[src/rtl/fl_binder_rr.sv]
// FrameLink N:1 binder: frame-atomic round-robin merge of INTERFACES_COUNT inputs,
// optionally stamping the source index into the SOF word.
module fl_binder_rr #(
    parameter int DATA_WIDTH       = 32,
    parameter int INTERFACES_COUNT = 4,
    parameter int INUM_INSERT      = 1,
    parameter int INUM_OFFSET      = 0,
    localparam int REM_WIDTH = (DATA_WIDTH > 8) ? $clog2(DATA_WIDTH / 8) : 1,
    localparam int IW        = $clog2(INTERFACES_COUNT)
) (
    input  logic                                  CLK,
    input  logic                                  RESET,
    input  logic [INTERFACES_COUNT*DATA_WIDTH-1:0] RX_DATA,
    input  logic [INTERFACES_COUNT*REM_WIDTH-1:0]  RX_REM,
    input  logic [INTERFACES_COUNT-1:0]            RX_SOF_N,
    input  logic [INTERFACES_COUNT-1:0]            RX_EOF_N,
    input  logic [INTERFACES_COUNT-1:0]            RX_SOP_N,
    input  logic [INTERFACES_COUNT-1:0]            RX_EOP_N,
    input  logic [INTERFACES_COUNT-1:0]            RX_SRC_RDY_N,
    output logic [INTERFACES_COUNT-1:0]            RX_DST_RDY_N,
    output logic [DATA_WIDTH-1:0]                  TX_DATA,
    output logic [REM_WIDTH-1:0]                   TX_REM,
    output logic                                   TX_SOF_N,
    output logic                                   TX_EOF_N,
    output logic                                   TX_SOP_N,
    output logic                                   TX_EOP_N,
    output logic                                   TX_SRC_RDY_N,
    input  logic                                   TX_DST_RDY_N,
    output logic                                   dbg_locked,
    output logic [IW-1:0]                          dbg_last
);

    // Handshake: a word moves on a port in the cycle where SRC_RDY_N=0 and
    // DST_RDY_N=0 are both seen at the rising CLK edge; neither side waits on the other.

    typedef enum logic {
        IDLE   = 1'b0,
        LOCKED = 1'b1
    } state_t;

    state_t        state, state_next;
    logic [IW-1:0] sel, sel_next;
    logic [IW-1:0] last, last_next;

    logic [DATA_WIDTH-1:0] rx_data_a [INTERFACES_COUNT];
    logic [REM_WIDTH-1:0]  rx_rem_a  [INTERFACES_COUNT];

    for (genvar i = 0; i < INTERFACES_COUNT; i++) begin : g_unpack
        assign rx_data_a[i] = RX_DATA[i*DATA_WIDTH +: DATA_WIDTH];
        assign rx_rem_a[i]  = RX_REM[i*REM_WIDTH +: REM_WIDTH];
    end

    logic [INTERFACES_COUNT-1:0] req;
    logic [IW-1:0]               grant;
    logic                        grant_valid;
    logic [IW-1:0]               scan_idx;
    logic [IW-1:0]               active;
    logic                        active_valid;
    logic                        transfer;

    assign req = ~RX_SRC_RDY_N & ~RX_SOF_N;

    // Cyclic search starting just after the last granted input; k=N lands on last itself.
    always_comb begin
        grant       = '0;
        grant_valid = 1'b0;
        scan_idx    = '0;
        for (int k = 1; k <= INTERFACES_COUNT; k++) begin
            scan_idx = last + IW'(k);
            if (!grant_valid && req[scan_idx]) begin
                grant       = scan_idx;
                grant_valid = 1'b1;
            end
        end
    end

    assign active       = (state == LOCKED) ? sel : grant;
    assign active_valid = !RESET && ((state == LOCKED) || grant_valid);
    assign transfer     = active_valid && !RX_SRC_RDY_N[active] && !TX_DST_RDY_N;

    always_comb begin
        TX_DATA      = rx_data_a[active];
        TX_REM       = rx_rem_a[active];
        TX_SOF_N     = 1'b1;
        TX_EOF_N     = 1'b1;
        TX_SOP_N     = 1'b1;
        TX_EOP_N     = 1'b1;
        TX_SRC_RDY_N = 1'b1;
        RX_DST_RDY_N = '1;
        if (active_valid) begin
            TX_SOF_N             = RX_SOF_N[active];
            TX_EOF_N             = RX_EOF_N[active];
            TX_SOP_N             = RX_SOP_N[active];
            TX_EOP_N             = RX_EOP_N[active];
            TX_SRC_RDY_N         = RX_SRC_RDY_N[active];
            RX_DST_RDY_N[active] = TX_DST_RDY_N;
            // The stamped index lets a downstream distributor route the frame back.
            if (INUM_INSERT != 0 && !RX_SOF_N[active]) begin
                TX_DATA[INUM_OFFSET +: IW] = active;
            end
        end
    end

    always_comb begin
        state_next = state;
        sel_next   = sel;
        last_next  = last;
        case (state)
            IDLE: begin
                if (transfer) begin
                    last_next = grant;
                    if (RX_EOF_N[grant]) begin
                        state_next = LOCKED;
                        sel_next   = grant;
                    end
                end
            end
            LOCKED: begin
                if (transfer && !RX_EOF_N[sel]) begin
                    state_next = IDLE;
                end
            end
        endcase
    end

    always_ff @(posedge CLK or posedge RESET) begin
        if (RESET) begin
            state <= IDLE;
            sel   <= '0;
            last  <= IW'(INTERFACES_COUNT - 1);
        end else begin
            state <= state_next;
            sel   <= sel_next;
            last  <= last_next;
        end
    end

    assign dbg_locked = (state == LOCKED);
    assign dbg_last   = last;

endmodule

[config.mk]
export PLATFORM = sky130hd
export DESIGN_NAME = fl_binder_rr
export DESIGN_NICKNAME = d
export VERILOG_FILES = /design/src/rtl/fl_binder_rr.sv
export SDC_FILE = /design/constraint.sdc
export NUM_CORES = 1
export LEC_CHECK = 0
export CAP_MARGIN = 20
export CORE_ASPECT_RATIO = 0.75
export CORE_MARGIN = 1.5
export CORE_UTILIZATION = 30
export CTS_CLUSTER_DIAMETER = 120
export DETAILED_ROUTE_END_ITERATION = 8
export PLACE_DENSITY = 0.95
export SLEW_MARGIN = 10
export SYNTH_ARGS = -nofsm -noshare
export SYNTH_HDL_FRONTEND = slang
export SYNTH_SLANG_ARGS = --single-unit
[constraint.sdc]
create_clock -name CLK -period 6 [get_ports CLK]
set_input_delay 0.6 -clock CLK [delete_from_list [all_inputs] [get_ports CLK]]
set_output_delay 0.6 -clock CLK [all_outputs]
set_load 0.05 [all_outputs]
==> key figures <==
STA
  – RSZ-0062 raised after global routing: false
  – Post-route setup TNS: 0 ns
  – Max Freq: ~0.20 GHz
  – Relative slew margins: approximately a third
  – Min cycle time layout: 4.92 ns
  – Final Setup Violations: 0
  – Least-Margin Pin Slew: about 1 ns
  – Final Hold Viols: 0
  – Final Max Tran Viols: 0
  – Fin crit share: roughly four fifths
  – Hold slack final: between 0.5 and 0.6 ns
  – Clock skew: between 0.0004 and 0.0005 ns

Clock network
  – Clk slew on worst S/H paths: about 0.04 ns
  – Gates resized, CTS repair: 0
  – Htree depth: 1
  – Cts bufs inserted: 3
  – CTS tree: built
  – Clk_lat worst skew: 0.22 ns
  – CTS Sinks: 5
  – Hold-fix buffer count after cts: 0
  – Root Buffer: clkbuf_8
  – CTS max path bufs: 2
  – Post-CTS setup buffers: 0

Worst setup path
  – Critical Path End Type: primary output
  – Critical path class: input port to primary output
  – Critical path's largest stage delay: approximately 0.86 ns
  – CP Data Arrival Time: 4.32 ns
  – Crit path max fanout: 33
  – Crit path max-delay family: buffers and inverters
  – Worst EP required: between 5 and 6 ns
  – Slowest cell on crit path: clkdlybuf4s50_1
  – Startpoint types: input port
  – Most frequent CP cell: clkdlybuf4s50_1
  – Worst-path cell chain: clkdlybuf4s50_1 -> o22ai_1 -> o311ai_1 -> a221oi_4 -> buf_4 -> nand2_1 -> and3_1 -> a31oi_1 -> clkdlybuf4s50_1
  – Critical path buffer and inverter count: 3

Layout
  – Area of the multi-input gates: between 1500 and 2000 µm²
  – Most frequent cells in the layout: 204 x clkdlybuf4s50_1, 151 x nand2_1, 35 x and3_1
  – Commonest non-fill, non-tap cell in the layout: clkdlybuf4s50_1
  – Ant diodes: 0
  – Finished Layout Cells: 574
  – Sequential Area: between 100 and 150 µm²
  – Nets: 659
  – Fill count: 440
  – Finished Core Util: 70.9%
  – Layout cells sized above 1: approximately 4.4%
  – P&R area growth vs syn: 122%

Yosys
  – Net count after synthesis: 471
  – Register area share after synthesis: 7.30%
  – Distinct cells, synth: 40
  – Warnings from Yosys: 0
  – Synth Area in Simple Gates: between 50% and 60%
  – Adder-Cell Fraction of Synth Area: 0%
  – Synth Area in XOR/XNOR: 0%
  – Top FF cell, synth: dfrtp_1
  – Post-synthesis compound-gate area fraction: between 20% and 30%
  – Number of synthesized flops with an enable pin: 0
  – Post-synthesis mux area share: under 10%
  – Syn Area/Cell: 5.61 µm²
  – Fraction of registers with async set or reset after synthesis: between 90% and 100%
  – Synth Cell Area: ~1700 µm²
  – Synthesis-stage register bit count: 5
  – Largest family of logic cells by synthesized area: simple AND/OR/NAND/NOR gates
  – Post-Syn Instances: roughly 310

Floorplan
  – Chip Height: 69.1 µm
  – Initial Util: between 30% and 40%
  – Core Rows: 23
  – Die W: 91.2 µm
  – Core area: between 5000 and 6000 µm²
  – Io pins: 205
  – Die area: between 6000 and 7000 µm²

Route
  – Routed len/inst: roughly 15 µm
  – First-pass DRT Iterations: 5
  – WL final: 8.64 mm
  – Routed Antenna Nets: 0
  – # DRC: 0
  – Vias per inst: a little over 5
  – DR iter-0 viols: around 150
  – Via Count: roughly 3000

GRT
  – Pin count of the biggest net entering global routing: 42
  – Vias in the first global route: 2859
  – GR Overflow Total: 0
  – Tot GR Track Use: 25.8%
  – First-pass GRT wire length: around 13 mm
  – Antenna violations before repair: 0

Power and ir drop
  – Peak VDD IR: about 0.31 mV
  – PwrDens: about 590 nW/µm²
  – Leakage power: 1.64 nW

Placement
  – Dpl cells: 570
  – Placer Congestion: 0.910
  – DPL Wire Length: just under 7 mm
  – # port buffers: approximately 200

Outcome
  – Status: completed

Min path
  – HP Class: flip-flop to flip-flop

Flow run
  – Max_cap viols: 0
## kinds of logic after synthesis
logic type      count (synthesis)
flops                           5
buf+inv                        28
simple gates                  211
mux                            13
compound gates                 55
## cell usage after synthesis, types with 2 or more instances
library cell  instances  area [µm²]
mux4_2                2        45.0
o211ai_1              2        15.0
nand3_1               7        35.0
dfrtp_1               3        75.1
a31oi_1              32         200
nand2_1             151         567
clkbuf_1              9        33.8
dfstp_2               2        52.6
mux2_1                2        22.5
o22ai_1               2        12.5
nor2_1                5        18.8
nor2b_1               2        12.5
a211oi_1              2        15.0
inv_1                 2        7.51
buf_1                 3        11.3
mux2_2                4        45.0
mux2i_1               5        50.1
a21o_1                5        37.5
buf_2                14        70.1
and3_1               35         219
nor3_1                4        20.0
## where the power goes
| part | internal (mW) | leakage (nW) | switching, mW | total [mW] |
|---|---|---|---|---|
| clock network | 0.0458 | 0.0228 | 0.0186 | 0.0645 |
| registers | 0.0567 | 0.0572 | 0.0294 | 0.0861 |
| logic | 0.746 | 1.56 | 1.40 | 2.15 |
## final timing paths
kind / start / end / slack, ns / cells after the start
max: RX_SOF_N[1] / TX_DATA[17] / 1.08 / 9
min: sel[0] / sel[0] / 0.55 / 1
max reg2reg: dbg_last[0] / dbg_locked / 3.14 / 6
min reg2reg: sel[0] / sel[0] / 0.55 / 1
max in group asynchronous: RESET / dbg_last[1] / 5.11 / 2
min in group asynchronous: RESET / dbg_locked / 0.65 / 2
## per-stage QoR
stage	power, mW	worst slack [ns]	cell area, µm²
after global placement	2.20	1.27	3830
final	2.30	1.08	3880
after detailed placement	2.24	1.09	3830
after floorplan	1.54	2.31	1750
after global routing	2.42	0.838	3880
after CTS	2.31	1.08	3880
## state kept, by name (all words and copies together), names as in the netlist
register and cells:
dbg_last 2, sel 2, dbg_locked 1
## per-layer routing
layer	global-route usage [%]	vias up	part of all wire, %
li1	-	1471	-
met2	46.4	142	49
met5	0	-	0
met4	8.68	0	2.4
met1	30.5	1331	41
met3	5.08	18	7.6
## cell type report
class	instances	share of cell area, %
multi-input combinational	279	39.3
sequential	5	3.29
timing repair buffer	209	53.6
clock buffer	4	1.16
tap	75	2.42
inverter	2	0.194
Note: power is estimated with default switching activity, not from simulation.
==> RTL change 1, RTL diff (same flow settings) <==
Put one more register stage on the output `dbg_last`, cleared by the reset. The value now appears one clock later. The other outputs are not delayed to match.
--- a/src/rtl/fl_binder_rr.sv
+++ b/src/rtl/fl_binder_rr.sv
@@ -138,3 +138,9 @@
     assign dbg_locked = (state == LOCKED);
-    assign dbg_last   = last;
+    always_ff @(posedge CLK or posedge RESET) begin
+        if (RESET) begin
+            dbg_last <= '0;
+        end else begin
+            dbg_last <= last;
+        end
+    end
 
Function: changed (Yosys sat finds a counterexample within 4 cycles, from zero or initial values and one cycle with RESET high).
==> RTL change 1 against the original RTL <==
Hold slack worse by 0.11 ns. Maximum frequency up 3.5%. Sequential cell count up 2. Sequential power up 17%. Worst setup slack better by 0.17 ns. Total power up 15%. Count of clock-buffer cells in the layout unchanged. Wire length up 6.7%. First-iteration DRC count up 19%. Design area up 0.45%. Clock skew up 0.0029 ns. Area after synthesis up 0.57%. Largest cell class unchanged.
==> RTL change 1: results (changes against the original RTL) <==
[route]
drt-initial-drc-count=172  ; was 145
routed_wl_um=9224  ; was 8643 µm
via_per_inst=5.166  ; was 5.160
via_count=2955  ; was 2962
firstDrtPassIters=4  ; was 5

[setup_path]
cp_max_fo=54  ; was 33
crit_arrival_ns=4.15  ; was 4.32 ns
slowest_delay_ns=0.80  ; was 0.86 ns
r2r_start=last[1]  ; was dbg_last[0]
r2r_setup_slack_ns=3.11  ; was 3.14 ns
reg2reg_depth=7  ; was 6
cp_slowest_cell=clkdlybuf4s50_1  ; unchanged

[synth]
ys_seq_area_frac=0.1010  ; was 0.07296
synth_commonest_cells=nand2_1, and3_1, a31oi_1  ; unchanged
synth_cells=309  ; was 312
synth_area_leaders=nand2_1, and3_1, a31oi_1  ; unchanged
synth.net_count=468  ; was 471

[global_route]
grtUsageTotal=0.2794  ; was 0.2584
grt_pass1_wl_um=14330  ; was 13480 µm
grt_max_degree=55  ; was 42
grt_pass1_vias=2759  ; was 2859

[sta]
clock_skew_ns=0.003329  ; was 0.0004049 ns
worst_pin_slew_ns=0.9004  ; was 0.9720 ns

[cells_and_area]
nNetsFinal=657  ; was 659
drive_above_1_share=0.04628  ; was 0.04409
fillers=452  ; was 440

[placed_design]
numPlacedInstances=567  ; was 570
place_hpwl_um=7237  ; was 6737 µm
placed_cell_area_um2=3835  ; was 3832 µm²

[power_and_ir_drop]
power_leakage_uw=0.001680  ; was 0.001638 µW
vdd_drop_max_mv=0.3969  ; was 0.3127 mV
p_sw_uw=1681  ; was 1450 µW

[run_status]
outcome=finished, final reports clean  ; unchanged

[hold_path]
holdPathStages=0  ; was 1
worstHoldEndpoint=dbg_last[1]  ; was sel[0]
hold_start=last[1]  ; was sel[0]

[clocking]
cts_root_buffer=clkbuf_8  ; unchanged

[RTL change 1: layout make-up]
cell class                      instances  area [µm²]  share of cell area
Tap cell                               75       93.84             0.02409
Inverter                                5       18.77            0.004818
Clock buffer                            4       45.04             0.01156
Multi-Input combinational cell        272        1473              0.3781
Sequential cell                         7       177.7             0.04562
Timing Repair Buffer                  209        2087              0.5358
[RTL change 1: power groups by stage]
stage	registers [µW]	logic [µW]	clock network, µW
3_3_place_gp	100	2430	0
6_report	101	2480	67.8
2_1_floorplan	122	1670	0
5_1_grt	105	2620	70.2
3_5_place_dp	101	2460	0
4_1_cts	100	2470	67.7
[RTL change 1: cell families (layout without fill, tap and decap cells)]
| kind of cell | count (synthesis) | count (layout) | synth area share |
|---|---|---|---|
| AOI/OAI and AO/OA | 61 | 61 | 0.2461 |
| DFF | 7 | 7 | 0.1010 |
| muxes | 14 | 14 | 0.09246 |
| buffers and inverters | 30 | 218 | 0.06899 |
| and+or+nand+nor | 197 | 197 | 0.4915 |
[RTL change 1: routing by layer]
| layer | global-route usage | routed length (µm) |
|---|---|---|
| met5 | 0 | 0 |
| met2 | 0.4867 | 4468 |
| met4 | 0.08854 | 269 |
| met3 | 0.07785 | 787 |
| met1 | 0.3305 | 3699 |
[RTL change 1: worst reg2reg max path: cells and delay by family (launching register included)]
kind	cells	cell delay [ns]
AOI/OAI and AO/OA	3	0.91
DFF	1	0.56
buffers and inverters	1	0.55
muxes	2	0.48
and+or+nand+nor	1	0.31
[RTL change 1: through the flow]
| stage | util | setup WS, ns | total power, µW |
|---|---|---|---|
| floorplan | - | 1.802 | 1793 |
| global placement | 0.6977 | 1.457 | 2530 |
| detailed placement | 0.6977 | 1.316 | 2560 |
| CTS | 0.7059 | 1.282 | 2634 |
| global route | 0.7086 | 1.082 | 2799 |
| finish | 0.7086 | 1.248 | 2651 |
[RTL change 1: how the worst max path moves through the flow]
stage / start / to / slack (ns) / cells after the start
4_1_cts: RX_SRC_RDY_N[3] / TX_SRC_RDY_N / 1.28 / 9
6_report: RX_SRC_RDY_N[3] / TX_SRC_RDY_N / 1.25 / 9
5_1_grt: RX_SRC_RDY_N[3] / TX_SRC_RDY_N / 1.08 / 9
2_1_floorplan: RX_SRC_RDY_N[0] / TX_DATA[0] / 1.80 / 6
3_5_place_dp: RX_SRC_RDY_N[3] / TX_DATA[1] / 1.32 / 8
3_3_place_gp: RX_SRC_RDY_N[3] / TX_SRC_RDY_N / 1.46 / 9
==> RTL change 2, RTL diff (config.mk and constraints unchanged) <==
Without the edit above. The parameter `DATA_WIDTH` goes from 32 to 16.
--- a/src/rtl/fl_binder_rr.sv
+++ b/src/rtl/fl_binder_rr.sv
@@ -3,3 +3,3 @@
 module fl_binder_rr #(
-    parameter int DATA_WIDTH       = 32,
+    parameter int DATA_WIDTH       = 16,
     parameter int INTERFACES_COUNT = 4,
Ports: changed (resized RX_DATA, RX_REM, TX_DATA and TX_REM); port bits go from 205 to 120. No check against the original RTL was run, so the function may have changed too.
==> RTL change 2 against the original RTL <==
Register-to-register slack gained 0.04 ns. Global-route usage is 3.9 points lower. Sequential cell count did not move. Design area fell by 35%. Wire length fell by 40%. Non-clock buffer count shrank 88. Area after synthesis decreased by 29%. Total power down 35%. Clock power fell by 2%. Die area decreased by 28%. Hold slack better by 0.052 ns. Sequential share of layout area grew 1.7 points. Clock skew is 0.0045 ns higher. Worst setup slack better by 0.15 ns. Critical path type unchanged. Largest cell class unchanged.
==> RTL change 2: results (changes against the original RTL) <==
[run_status]
outcome=finished, final reports clean  ; unchanged

[route]
via_count=1994  ; was 2962
wl_met1_um=2227  ; was 3570 µm
firstDrtPassIters=4  ; was 5
highest_layer=met4  ; unchanged
route.met3.wl_um=502  ; was 655 µm
drt-initial-drc-count=124  ; was 145
routed_wl_um=5218  ; was 8643 µm
wl_met2_um=2463  ; was 4211 µm
via_per_inst=5.247  ; was 5.160

[synth]
synth_commonest_cells=nand2_1, a31oi_1, nor2_1  ; was nand2_1, and3_1, a31oi_1
synthMuxAreaShare=0.1144  ; was 0.09299
ys_seq_area_frac=0.1032  ; was 0.07296
synth_area_leaders=nand2_1, a31oi_1, and3_1  ; was nand2_1, and3_1, a31oi_1
synth.net_count=306  ; was 471
synthFlopType=dfrtp_1  ; unchanged
ys_types=34  ; was 40
synth-compound-area-share=0.2399  ; was 0.2325
syn_avg_cell_area_um2=5.750  ; was 5.606 µm²

[global_route]
met3_usage=0.04341  ; was 0.05077
grt_use_met2=0.3810  ; was 0.4635
grt_max_degree=44  ; was 42
use_met1=0.2917  ; was 0.3052
grt_pass1_vias=1809  ; was 2859
grtUsageTotal=0.2198  ; was 0.2584
grt_pass1_wl_um=8204  ; was 13480 µm

[setup_path]
crit_arrival_ns=4.17  ; was 4.32 ns
cp_max_fo=43  ; was 33
reg2reg_depth=7  ; was 6

[placed_design]
pre_cts_ws_ns=1.250  ; was 1.089 ns
place_hpwl_um=4025  ; was 6737 µm
port_buffers=119  ; was 204
numPlacedInstances=375  ; was 570
gp_congestion=0.8977  ; was 0.9104
placed_cell_area_um2=2460  ; was 3832 µm²

[power_and_ir_drop]
seq_power_share=0.056  ; was 0.037
power_leakage_uw=0.001037  ; was 0.001638 µW
p_sw_frac=0.6112  ; was 0.6310
pg_comb_uw=1350  ; was 2150 µW
vdd_drop_max_mv=0.3990  ; was 0.3127 mV
pg_seq_uw=83.8  ; was 86.1 µW

[hold_path]
hold_class=flop to flop  ; unchanged
holdPathStages=2  ; was 1

[sta]
clock_skew_ns=0.004890  ; was 0.0004049 ns
slew_headroom=0.4524  ; was 0.3520

[cells_and_area]
nNetsFinal=420  ; was 659
drive_above_1_share=0.05793  ; was 0.04409

## RTL change 2: final timing paths
kind | start | end | slack (ns)
max in group asynchronous | RESET | dbg_last[0] | 5.05
setup reg to reg | dbg_last[0] | dbg_locked | 3.18
min in group asynchronous | RESET | sel[1] | 0.71
hold / removal | sel[0] | sel[0] | 0.60
setup / recovery | RX_SRC_RDY_N[3] | TX_DATA[0] | 1.23
hold reg to reg | sel[0] | sel[0] | 0.60
## RTL change 2: layout make-up
cell class / count / area, µm²
Sequential cell: 5 / 127.6
Tap cell: 52 / 65.06
Fill cell: 318 / 1271
Timing Repair Buffer: 121 / 1226
Multi-Input combinational cell: 194 / 1054
Inverter: 4 / 15.01
Clock buffer: 4 / 45.04
## RTL change 2: worst max-delay path: stages
cell and delay (ns):
clkdlybuf4s50_1 0.49, o31a_1 0.36, a221oi_4 0.44, mux2_2 0.80, nand4_1 0.25, and2_1 0.23, a31oi_1 0.16, clkdlybuf4s50_1 0.82
